--- src/rtl/image_stream_pkg.sv ---
// Shared types and default image geometry for the pixel streaming stages.
package image_stream_pkg;

    localparam int IMAGE_WIDTH       = 300;
    localparam int IMAGE_HEIGHT      = 300;
    localparam int PIXEL_COUNT       = IMAGE_WIDTH * IMAGE_HEIGHT;
    localparam int PIXEL_DATA_WIDTH  = 24;
    localparam int PIXEL_COORD_WIDTH = 9;

    // One buffered pixel: RGB data plus its position and end markers.
    typedef struct packed {
        logic [PIXEL_DATA_WIDTH-1:0]  data;
        logic [PIXEL_COORD_WIDTH-1:0] x;
        logic [PIXEL_COORD_WIDTH-1:0] y;
        logic                         line_last;
        logic                         frame_last;
    } pixel_t;

    typedef enum logic [1:0] {
        IDLE,
        STREAM,
        DONE
    } state_t;

endpackage

--- src/rtl/image_pixel_streamer_pixel_fifo.sv ---
// First-word-fall-through FIFO of pixel_t entries with an occupancy count.
// DEPTH must be a power of two so the pointers wrap naturally.
module pixel_fifo
    import image_stream_pkg::*;
#(
    parameter int DEPTH = 4
) (
    input  logic                     clock,
    input  logic                     reset,
    input  logic                     push,
    input  pixel_t                   push_data,
    input  logic                     pop,
    output pixel_t                   pop_data,
    output logic [$clog2(DEPTH):0]   count,
    output logic                     empty
);

    localparam int PW = $clog2(DEPTH);
    localparam logic [PW:0] FULL_COUNT = (PW+1)'(DEPTH);

    pixel_t        mem [DEPTH];
    logic [PW-1:0] wr_ptr;
    logic [PW-1:0] rd_ptr;
    logic          full;
    logic          do_push;
    logic          do_pop;

    assign empty   = (count == '0);
    assign full    = (count == FULL_COUNT);
    assign do_pop  = pop && !empty;
    assign do_push = push && (!full || do_pop);
    assign pop_data = mem[rd_ptr];

    // Storage write; the contents are only meaningful below count.
    // NOTE: the array is deliberately left out of reset - count and the
    // pointers already define which entries are live, and an unreset array
    // maps onto plain RAM instead of a flop bank with reset muxes.
    always_ff @(posedge clock) begin
        if (do_push) begin
            mem[wr_ptr] <= push_data;
        end
    end

    // Pointer and occupancy bookkeeping; push and pop together leave count alone.
    // NOTE: non-blocking assignments here so every register samples the
    // pre-edge values, independent of statement order.
    always_ff @(posedge clock) begin
        if (reset) begin
            wr_ptr <= '0;
            rd_ptr <= '0;
            count  <= '0;
        end else begin
            if (do_push) wr_ptr <= wr_ptr + 1'b1;
            if (do_pop)  rd_ptr <= rd_ptr + 1'b1;
            case ({do_push, do_pop})
                2'b10:   count <= count + 1'b1;
                2'b01:   count <= count - 1'b1;
                default: count <= count;
            endcase
        end
    end

endmodule

--- src/rtl/image_pixel_streamer.sv ---
// Walks a row-major image ROM once per start pulse and re-times its one-cycle
// read latency into a valid/ready pixel stream with coordinates and markers.
// Reads are credit-limited so every in-flight ROM word has a FIFO slot waiting.
module image_pixel_streamer #(
    parameter int IMAGE_WIDTH  = 300,
    parameter int IMAGE_HEIGHT = 300,
    parameter int DATA_WIDTH   = 24,
    parameter int ADDR_WIDTH   = 17,
    parameter int COORD_WIDTH  = 9,
    parameter int FIFO_DEPTH   = 4
) (
    input  logic                   clock,
    input  logic                   reset,
    input  logic                   start,
    output logic                   busy,
    output logic                   done,
    output logic                   rom_read_enable,
    output logic [ADDR_WIDTH-1:0]  rom_address,
    input  logic [DATA_WIDTH-1:0]  rom_read_data,
    output logic [DATA_WIDTH-1:0]  pixel_data,
    output logic [COORD_WIDTH-1:0] pixel_x,
    output logic [COORD_WIDTH-1:0] pixel_y,
    output logic                   pixel_line_last,
    output logic                   pixel_frame_last,
    output logic                   pixel_valid,
    input  logic                   pixel_ready
);

    import image_stream_pkg::*;

    localparam int CW = $clog2(FIFO_DEPTH) + 1;
    localparam logic [ADDR_WIDTH-1:0]  LAST_ADDRESS = ADDR_WIDTH'(IMAGE_WIDTH * IMAGE_HEIGHT - 1);
    localparam logic [COORD_WIDTH-1:0] LAST_X       = COORD_WIDTH'(IMAGE_WIDTH - 1);
    localparam logic [COORD_WIDTH-1:0] LAST_Y       = COORD_WIDTH'(IMAGE_HEIGHT - 1);
    localparam logic [CW:0]            DEPTH_LIMIT  = (CW+1)'(FIFO_DEPTH);

    state_t                 state;
    state_t                 state_next;
    logic [ADDR_WIDTH-1:0]  address;
    logic                   all_issued;
    logic                   pending;
    logic [COORD_WIDTH-1:0] x_count;
    logic [COORD_WIDTH-1:0] y_count;
    logic                   frame_start;
    logic                   pop;
    logic                   issue;
    logic [CW:0]            occupancy;
    logic [CW:0]            limit;
    pixel_t                 push_entry;
    pixel_t                 head;
    logic [CW-1:0]          fifo_count;
    logic                   fifo_empty;

    assign frame_start = (state == IDLE) && start;
    assign pixel_valid = !fifo_empty;
    assign pop         = pixel_valid && pixel_ready;

    // A slot freed by this cycle's pop may be re-granted in the same cycle.
    assign occupancy = {1'b0, fifo_count} + {{CW{1'b0}}, pending};
    assign limit     = DEPTH_LIMIT + {{CW{1'b0}}, pop};
    assign issue     = (state == STREAM) && !all_issued && (occupancy < limit);

    assign rom_read_enable = issue;
    assign rom_address     = address;
    assign busy            = (state == STREAM);
    assign done            = (state == DONE);

    assign push_entry.data       = rom_read_data;
    assign push_entry.x          = x_count;
    assign push_entry.y          = y_count;
    assign push_entry.line_last  = (x_count == LAST_X);
    assign push_entry.frame_last = (x_count == LAST_X) && (y_count == LAST_Y);

    assign pixel_data       = pixel_valid ? head.data       : '0;
    assign pixel_x          = pixel_valid ? head.x          : '0;
    assign pixel_y          = pixel_valid ? head.y          : '0;
    assign pixel_line_last  = pixel_valid && head.line_last;
    assign pixel_frame_last = pixel_valid && head.frame_last;

    // State register.
    always_ff @(posedge clock) begin
        if (reset) state <= IDLE;
        else       state <= state_next;
    end

    // Next state: the frame ends on the handshake of the frame_last pixel.
    // NOTE: state_next takes a default before the case so no path leaves it
    // unassigned, which would otherwise infer a latch.
    always_comb begin
        state_next = state;
        unique case (state)
            IDLE:    if (start) state_next = STREAM;
            STREAM:  if (pop && head.frame_last) state_next = DONE;
            DONE:    state_next = IDLE;
            default: state_next = IDLE;
        endcase
    end

    // Read address walk; holds on the final address once every word is requested.
    always_ff @(posedge clock) begin
        if (reset) begin
            address    <= '0;
            all_issued <= 1'b0;
        end else if (frame_start) begin
            address    <= '0;
            all_issued <= 1'b0;
        end else if (issue) begin
            if (address == LAST_ADDRESS) all_issued <= 1'b1;
            else                         address    <= address + 1'b1;
        end
    end

    // Marks which ROM cycle carries requested data, so idle zeros are never captured.
    always_ff @(posedge clock) begin
        if (reset) pending <= 1'b0;
        else       pending <= issue;
    end

    // Raster position of the next pixel to be pushed.
    always_ff @(posedge clock) begin
        if (reset || frame_start) begin
            x_count <= '0;
            y_count <= '0;
        end else if (pending) begin
            if (x_count == LAST_X) begin
                x_count <= '0;
                y_count <= y_count + 1'b1;
            end else begin
                x_count <= x_count + 1'b1;
            end
        end
    end

    pixel_fifo #(
        .DEPTH(FIFO_DEPTH)
    ) u_fifo (
        .clock    (clock),
        .reset    (reset),
        .push     (pending),
        .push_data(push_entry),
        .pop      (pop),
        .pop_data (head),
        .count    (fifo_count),
        .empty    (fifo_empty)
    );

endmodule

--- config.mk ---
export PLATFORM = sky130hd
export DESIGN_NAME = image_pixel_streamer
export DESIGN_NICKNAME = d
export VERILOG_FILES = /design/src/rtl/image_stream_pkg.sv /design/src/rtl/image_pixel_streamer_pixel_fifo.sv /design/src/rtl/image_pixel_streamer.sv
export SDC_FILE = /design/constraint.sdc
export NUM_CORES = 1
export LEC_CHECK = 0
export BUFFER_PORTS_ARGS = -buffer_cell sky130_fd_sc_hd__buf_2
export CAP_MARGIN = 40
export CELL_PAD_IN_SITES_DETAIL_PLACEMENT = 1
export CELL_PAD_IN_SITES_GLOBAL_PLACEMENT = 1
export CORE_MARGIN = 4
export CORE_UTILIZATION = 35
export CTS_CLUSTER_DIAMETER = 80
export DETAILED_ROUTE_END_ITERATION = 8
export PLACE_DENSITY_LB_ADDON = 0.1
export SLEW_MARGIN = 20
export SYNTH_ARGS = -nofsm -noshare
export SYNTH_HDL_FRONTEND = slang
export SYNTH_HIERARCHICAL = 1
export SYNTH_SLANG_ARGS = --single-unit
--- constraint.sdc ---
create_clock -name clock -period 4.5 [get_ports clock]
set_input_delay 0.225 -clock clock [delete_from_list [all_inputs] [get_ports clock]]
set_output_delay 0.225 -clock clock [all_outputs]
set_load 0.005 [all_outputs]
==> impl_metrics.toml, run 1 <==
[power_and_ir_drop]
power.density_nw_per_um2 = 395
leakage_uw = 0.00376
worst_ir_drop_vdd_uv = 209

[global_route]
grt_overflow_total = 0
grt_pass1_vias = 5608
grt_pass1_wl_microns = 31800
grt_max_degree = 47
antenna_found_initial = 0
grt.total_usage_pct = 14.2

[setup_path]
cp_max_fo = 18
cp.arrival_ps = 2750
cp.required_ps = 4280
start_kind = "flop"
path_class = "reg2out"
cp-end-kind = "output port"

[route]
vias = 5076
initialDrtViolationCount = 228
wirelength_microns = 19800
wl_per_cell_microns = 19.3
drt_pass1_iterations = 4
drc = 0
antenna_left = 0
vias_per_cell = 4.95

[yosys]
netlist_area_sq_um = 9000
yosysTopAreaCellShare_pct = 58.7
synth_seq_area_share_pct = 69.4
synth_seq_cells = 224
netlist_instances = 548
ys_types = 51
synthFlopType = "edfxtp_1"
ys_warn_count = 6
yosys.area.top_type = "edfxtp_1"
avgSynthCellArea_sq_um = 16.4
ys_async_sr_fraction_pct = 0
synth-edff-count = 176
synth_nets = 586
yosys-top-cells-area = "edfxtp_1 59%, mux4_2 11%, dfxtp_1 11%"

[sta]
tns_ps = 0
rsz0062_at_grt = "no"
maxSlewHeadroom_pct = 49.8
finalHoldViolations = 0
finalCriticalPeriod_ps = 2980
tightest_slew_ps = 752
setup_viol = 0
fin_crit_sh_pct = 66.1
clock.fmax_ghz = 0.336
slew_viol_final = 0
final.setup_skew_ps = 8.94

[clock_tree]
ctsHoldBuffers = 24
cts_resized = 0
cts_tree = "done"
insertion_delay_ps = 500
cts_setup_buffers = 0
clk_pin_slew_ps = 60
clock-sinks = 224
cts_buffer_depth = 3
cts_made_buffers = 25
ctsRootBufferMaster = "clkbuf_16"
htree_levels = 1

[layout]
final_cell_mix = "176 x edfxtp_1, 92 x buf_2, 48 x nor2b_1"
layout_commonest_cell = "edfxtp_1"
drive_above_1_share_pct = 28.2
fillers = 2537
area.growth.synth_to_final_pct = 21.0
nNetsFinal = 715
n_antenna_cell = 0
utilization_pct = 43.1

[floorplanning]
fp.dieH_microns = 168
row_count = 58
io-pin-count = 93
start_util_pct = 35.6
die_w_microns = 168
core-area_sq_um = 25300
dieArea_sq_um = 28400

[placement]
dp_hpwl_microns = 12400
portBuffers = 92
place.gp.congestion = 0.771

[min_path]
hp-class = "in2reg"

[job]
maxCapViolations = 0

[outcome]
outcome = "completed"
==> final timing paths <==
check | from | endpoint | slack [ps] | depth (start not counted)
max | pending | rom_read_enable | 1520 | 6
min | reset | u_fifo/wr_ptr[0] | 70 | 2
max reg2reg | pending | rom_address[3] | 1590 | 8
min reg2reg | state[1] | state[0] | 470 | 1
==> worst max-delay path, cell delays in order, from the launching register on <==
cell and delay, ps:
dfxtp_1 760, ha_1 290, ha_1 240, nor4b_2 290, o2111ai_2 240, clkinv_1 250
buf_2 170
==> synthesized netlist by cell type, types with 2 or more instances <==
cell type / number
dfxtp_1: 48
inv_1: 9
o31a_1: 2
mux4_2: 44
a21oi_1: 9
nor2b_1: 48
or3_1: 4
ha_1: 9
nand3_1: 13
clkbuf_1: 10
mux2i_1: 3
a311oi_2: 2
nor4b_1: 2
nor2_1: 44
nand4_1: 12
and3_1: 6
and2_1: 6
nor4bb_1: 2
o21ai_0: 6
edfxtp_1: 176
nand2_1: 13
nor3_1: 8
buf_2: 6
and4_1: 2
xnor2_1: 15
buf_1: 3
buf_4: 4
nor4_1: 2
a31o_2: 2
xor2_1: 16
and4bb_2: 2
==> power by group <==
part / switching (uW) / total [uW] / internal [uW]
combinational: 72.6 / 134 / 61.0
sequential: 12.8 / 2260 / 2250
clock: 779 / 1910 / 1130
==> state kept, by name, indices dropped and copies added (netlist names), named ones only <==
signal and cells:
u_fifo/mem 176, rom_address 17, x_count 9, y_count 9, u_fifo/count 3, state 2, u_fifo/rd_ptr 2, u_fifo/wr_ptr 2
all_issued 1, pending 1
==> area by class of cell <==
| cell class | count | area [sq um] | area share, % |
|---|---|---|---|
| clock buffer | 30 | 644 | 5.92 |
| clock inverter | 15 | 124 | 1.14 |
| inverter | 10 | 37.5 | 0.345 |
| multi-input combinational | 289 | 2600 | 23.9 |
| sequential | 224 | 6250 | 57.4 |
| tap | 330 | 413 | 3.79 |
| timing repair buffer | 127 | 816 | 7.49 |
==> layer usage <==
metal | vias to the layer above | share of wire, % | routed length, microns | GRT usage (%)
met5 | - | 0 | 0 | 0
met4 | 0 | 1.6 | 309 | 3.49
met3 | 22 | 5.0 | 987 | 2.89
met2 | 98 | 50 | 9800 | 24.4
met1 | 2600 | 44 | 8680 | 18.6
li1 | 2356 | - | - | -
==> cells by family after synthesis <==
group | count (synthesis) | share of synthesized area [%]
flip-flops | 224 | 69.4
AND/OR/NAND/NOR | 172 | 10.6
multiplexers | 48 | 11.5
buffers and inverters | 35 | 1.81
XOR/XNOR | 31 | 3.02
AO/OA/AOI/OAI | 28 | 2.24
adder cells (fa/ha/maj) | 10 | 1.47
==> per-stage QoR <==
step	hold WS (ps)	power [uW]	cells	setup WS, ps	instance area [sq um]
2_1_floorplan	297	2370	548	1550	9000
3_3_place_gp	439	2420	954	1660	9830
3_5_place_dp	444	2430	956	1540	9880
4_1_cts	51.7	4370	1025	1410	10900
5_1_grt	72.3	4490	1025	1280	10900
6_report	73.1	4310	1025	1520	10900
Note: power is estimated with default switching activity, not from simulation.
==> inputs of run 2 (changes only) <==
- clock period: 4.5 -> 2.5 ns (I/O delays scaled with it)
==> impl_metrics.toml, run 2 (synthesized netlist as in run 1, its figures left out) <==
[outcome]
outcome = "completed"

[route]
vias_per_cell = 4.94
vias = 5099
wl_per_cell_microns = 18.9
wirelength_microns = 19500
antenna_left = 0
drc = 0
initialDrtViolationCount = 196
drt_pass1_iterations = 4

[setup_path]
r2r-end = "u_fifo/mem[3][11]"
cp.arrival_ps = 2310
start_kind = "flop"
r2r-start = "u_fifo/count[2]"
ff2ff_path_depth = 6
startpoint = "u_fifo/count[0]"
cp.required_ps = 2380
cp_max_fo = 8
cp-end-kind = "output port"
path_class = "reg2out"
cp-endpoint = "rom_read_enable"
r2r_slack_ps = 110

[clock_tree]
cts_setup_buffers = 0
insertion_delay_ps = 510
cts_buffer_depth = 3
htree_levels = 1
ctsRootBufferMaster = "clkbuf_16"
cts_tree = "done"
cts_made_buffers = 25
clk_pin_slew_ps = 60
clock-sinks = 224

[min_path]
hp-class = "in2reg"
worstHoldPathCells = 2
min_from = "rom_read_data[4]"

[layout]
regMostFlops = "u_fifo/mem"
multi_input_area_sq_um = 2610
area.growth.synth_to_final_pct = 22.5
largest_reg_flops = 176
n_antenna_cell = 0
final_cell_mix = "176 x edfxtp_1, 92 x buf_2, 47 x nor2b_1"
fillers = 2547
seqCellArea_sq_um = 6260
nNetsFinal = 722
layout_commonest_cell = "edfxtp_1"
final_cells = 1032
drive_above_1_share_pct = 29.3

[sta]
maxSlewHeadroom_pct = 56.4
clock.fmax_ghz = 0.411
setup_viol = 0
finalCriticalPeriod_ps = 2430
rsz0062_at_grt = "yes"
slew_viol_final = 0
tightest_slew_ps = 655
hold_slack_ps = 371
final.setup_skew_ps = 7.70
tns_ps = 0
fin_crit_sh_pct = 97.3
finalHoldViolations = 0

[power_and_ir_drop]
power.density_nw_per_um2 = 705
power_uw = 7770
leakage_uw = 0.00381
worst_ir_drop_vdd_uv = 332

[floorplanning]
io-pin-count = 93
die_w_microns = 168
dieArea_sq_um = 28400
start_util_pct = 35.6
core-area_sq_um = 25300
row_count = 58
fp.dieH_microns = 168

[global_route]
antenna_found_initial = 0
grt_max_degree = 46
grt_pass1_wl_microns = 31500
grt_overflow_total = 0
grt.total_usage_pct = 13.9
grt_pass1_vias = 5650

[placement]
place.gp.congestion = 0.776
dp_hpwl_microns = 11700
dp_cells = 960
portBuffers = 92

[job]
maxCapViolations = 0
==> run 2: cell types whose count changed in the layout (fill, tap and decap cells not counted), moves of 2 or more <==
cell / before / now
inv_6: 0 / 2
dlygate4sd3_1: 24 / 27
dfxtp_1: 46 / 44
buf_12: 1 / 7
clkinv_1: 8 / 5
clkinv_4: 2 / 0
dfxtp_4: 1 / 3
buf_4: 9 / 7
==> run 2: routing by layer <==
layer | up-vias | wire [microns] | part of all wire [%] | global-route usage [%]
met2 | 97 | 9550 | 49 | 23.7
met1 | 2616 | 8760 | 45 | 18.4
met3 | 26 | 824 | 4.2 | 2.63
li1 | 2360 | - | - | -
met4 | 0 | 376 | 1.9 | 3.67
met5 | - | 0 | 0 | 0
==> run 2: repair_timing <==
item,in CTS,in global routing
hold buffers,27,0
pin swaps,0,0
gates resized for setup,1,4
endpoints found under the hold margin,107,0
endpoints found under the setup margin,1,6
==> run 2: cell type report <==
class / instances / share of cell area [%]
inverters: 10 / 0.340
repair buffers: 134 / 8.48
clock buffers: 30 / 5.84
clock inverters: 15 / 1.17
multi-input cells: 289 / 23.7
flip-flops and latches: 224 / 56.8
well taps: 330 / 3.74
==> run 2: worst max-delay path, stage by stage (launching register included) <==
cell       delay (ps)
dfxtp_4           370
ha_1              210
ha_1              290
nor4b_2           320
o2111ai_2         190
inv_2             140
buf_4             160
buf_2             110
==> run 2: worst min path at each step <==
stage | to | slack (ps)
floorplan | pending | 200
global placement | u_fifo/mem[0][35] | 340
detailed placement | u_fifo/mem[0][32] | 350
CTS | u_fifo/mem[0][25] | 350
global route | u_fifo/mem[1][27] | 350
finish | u_fifo/mem[1][24] | 370
==> run 2: where the power goes <==
group / switching [uW] / internal [uW] / leakage [uW] / total, uW
combinational: 137 / 121 / 0.00141 / 258
sequential: 18.5 / 4050 / 0.00203 / 4070
clock: 1410 / 2040 / 0.000379 / 3450
==> run 2: per-stage QoR <==
step	worst slack (ps)	util, %	cell area [sq um]
2_1_floorplan	13.3	-	9020
3_3_place_gp	171	39.5	9970
3_5_place_dp	37.0	39.5	9970
4_1_cts	25.2	43.6	11000
5_1_grt	-55.8	43.7	11000
6_report	68.6	43.7	11000
==> inputs of run 3 (changes only) <==
- ABC_CLOCK_PERIOD_IN_PS: default -> 2500
- CORE_UTILIZATION: 35 -> 45
- SETUP_SLACK_MARGIN: default -> 0.4
==> impl_metrics.toml, run 3 (synthesized netlist as in run 1, its figures left out) <==
[setup_path]
slowest_delay_ps = 400
r2r_slack_ps = 320
r2r-start = "u_fifo/count[2]"
path_delay_family = "simple AND/OR/NAND/NOR gates"
cp-end-kind = "flop"
cp.required_ps = 2890
path_class = "reg2reg"
start_kind = "flop"
cp_max_fo = 7
path_cells = "nor3_4, nor2b_4, o31a_1, or2b_1, fa_2, nand2b_4, o31ai_4, mux2_4"
cp.arrival_ps = 2560
ff2ff_path_depth = 8
crit_buf_inv = 0
r2r-end = "u_fifo/count[2]"
cp_slowest_cell = "dfxtp_4"
startpoint = "u_fifo/count[2]"

[sta]
clock.fmax_ghz = 0.459
fin_crit_sh_pct = 87.1
tns_ps = 0
finalHoldViolations = 0
rsz0062_at_grt = "yes"
finalCriticalPeriod_ps = 2180
tightest_slew_ps = 708
maxSlewHeadroom_pct = 52.8
slew_viol_final = 0
final.setup_skew_ps = 9.15
hold_slack_ps = 377
setup_viol = 0

[clock_tree]
cts_made_buffers = 24
htree_levels = 1
ctsRootBufferMaster = "clkbuf_16"
clk_pin_slew_ps = 60
cts_buffer_depth = 3
cts_tree = "done"
clock-sinks = 224
insertion_delay_ps = 510

[power_and_ir_drop]
leakage_uw = 0.00405
power.density_nw_per_um2 = 681
cell_internal_pwr_uw = 6270
swShare_pct = 19.7
worst_ir_drop_vdd_uv = 399
pwr-share-seq_pct = 52.0
p_comb_share_pct = 3.7
netSwitchingPower_uw = 1540
clkPwrFrac_pct = 44.3

[min_path]
min_from = "rom_read_data[10]"
worstHoldPathCells = 2
min_to = "u_fifo/mem[3][30]"
hp-class = "in2reg"

[outcome]
outcome = "completed"

[layout]
largest_reg_flops = 176
regMostFlops = "u_fifo/mem"
n_antenna_cell = 0
area.growth.synth_to_final_pct = 27.5
nNetsFinal = 744
drive_above_1_share_pct = 35.5
fillers = 1866
layout_commonest_cell = "edfxtp_1"
final_cell_mix = "176 x edfxtp_1, 91 x buf_2, 44 x nor2_1, 44 x mux4_2, 43 x dfxtp_1"

[global_route]
antenna_found_initial = 0
grt.total_usage_pct = 17.4
grt_max_degree = 46
grt_pass1_vias = 5652
grt_pass1_wl_microns = 30600
grt_overflow_total = 0

[floorplanning]
core-area_sq_um = 19600
io-pin-count = 93
die_w_microns = 149
start_util_pct = 46.0
row_count = 51
fp.dieH_microns = 149
dieArea_sq_um = 22300

[route]
drt_pass1_iterations = 4
wirelength_microns = 19800
wl_per_cell_microns = 20.0
antenna_left = 0
vias = 5252
initialDrtViolationCount = 266
vias_per_cell = 5.31
drc = 0

[placement]
place.gp.congestion = 0.811
dp_hpwl_microns = 11900
portBuffers = 92

[job]
maxCapViolations = 0
-- run 3: cell count changes in the layout (fill, tap and decap cells not counted), moves of 3 or more --
cell,before,now
nor2b_1,47,33
nor2b_4,1,14
buf_4,7,18
and2_2,4,0
and2_4,0,4
buf_12,7,11
buf_6,1,4
clkbuf_16,25,28
clkbuf_8,0,3
-- run 3: repair_timing --
action                                  CTS  global route
pin swaps                                 4             1
endpoints found under the setup margin  220           130
cloned                                    0             4
resized for setup                        11            43
hold buffers                             27             0
endpoints found under the hold margin   103             0
setup buffers                            10             6
-- run 3: cell type report --
type,count,area [sq um],share of cell area [%]
well taps,265,332,2.89
clock inverters,13,116,1.01
repair buffers,157,1240,10.8
multi-input cells,289,2810,24.5
inverters,10,38.8,0.338
flip-flops and latches,224,6260,54.6
clock buffers,31,668,5.82
-- run 3: power groups by stage --
stage / Sequential (uW) / Clock [uW] / Combinational (uW)
after CTS: 4060 / 3540 / 278
after global placement: 4140 / 0 / 223
after global routing: 4070 / 3740 / 317
after floorplan: 4140 / 0 / 127
after detailed placement: 4140 / 0 / 233
final: 4060 / 3460 / 289
-- run 3: through the flow --
step                      util (%)  cell area [sq um]  power (uW)  worst slack (ps)  instances
final                         58.6              11500        7820               323        989
after global routing          58.6              11500        8130               250        989
after CTS                     56.8              11100        7880               308        979
after detailed placement      50.8               9950        4380               192        898
after global placement        50.8               9950        4360               257        898
after floorplan                  -               9050        4270               139        548
-- run 3: how the worst max path moves through the flow --
stage,endpoint,depth (start not counted)
global placement,rom_address[4],8
floorplan,u_fifo/count[2],9
CTS,pixel_data[13],4
global route,u_fifo/count[2],8
finish,u_fifo/count[2],8
detailed placement,rom_address[3],8
-- run 3: per-layer routing --
| layer | global-route usage (%) | wire (microns) | vias up |
|---|---|---|---|
| met1 | 22.8 | 8540 | 2696 |
| met3 | 2.76 | 839 | 28 |
| met5 | 0 | 0 | - |
| met2 | 30.9 | 10100 | 121 |
| met4 | 3.94 | 260 | 0 |
| li1 | - | - | 2407 |
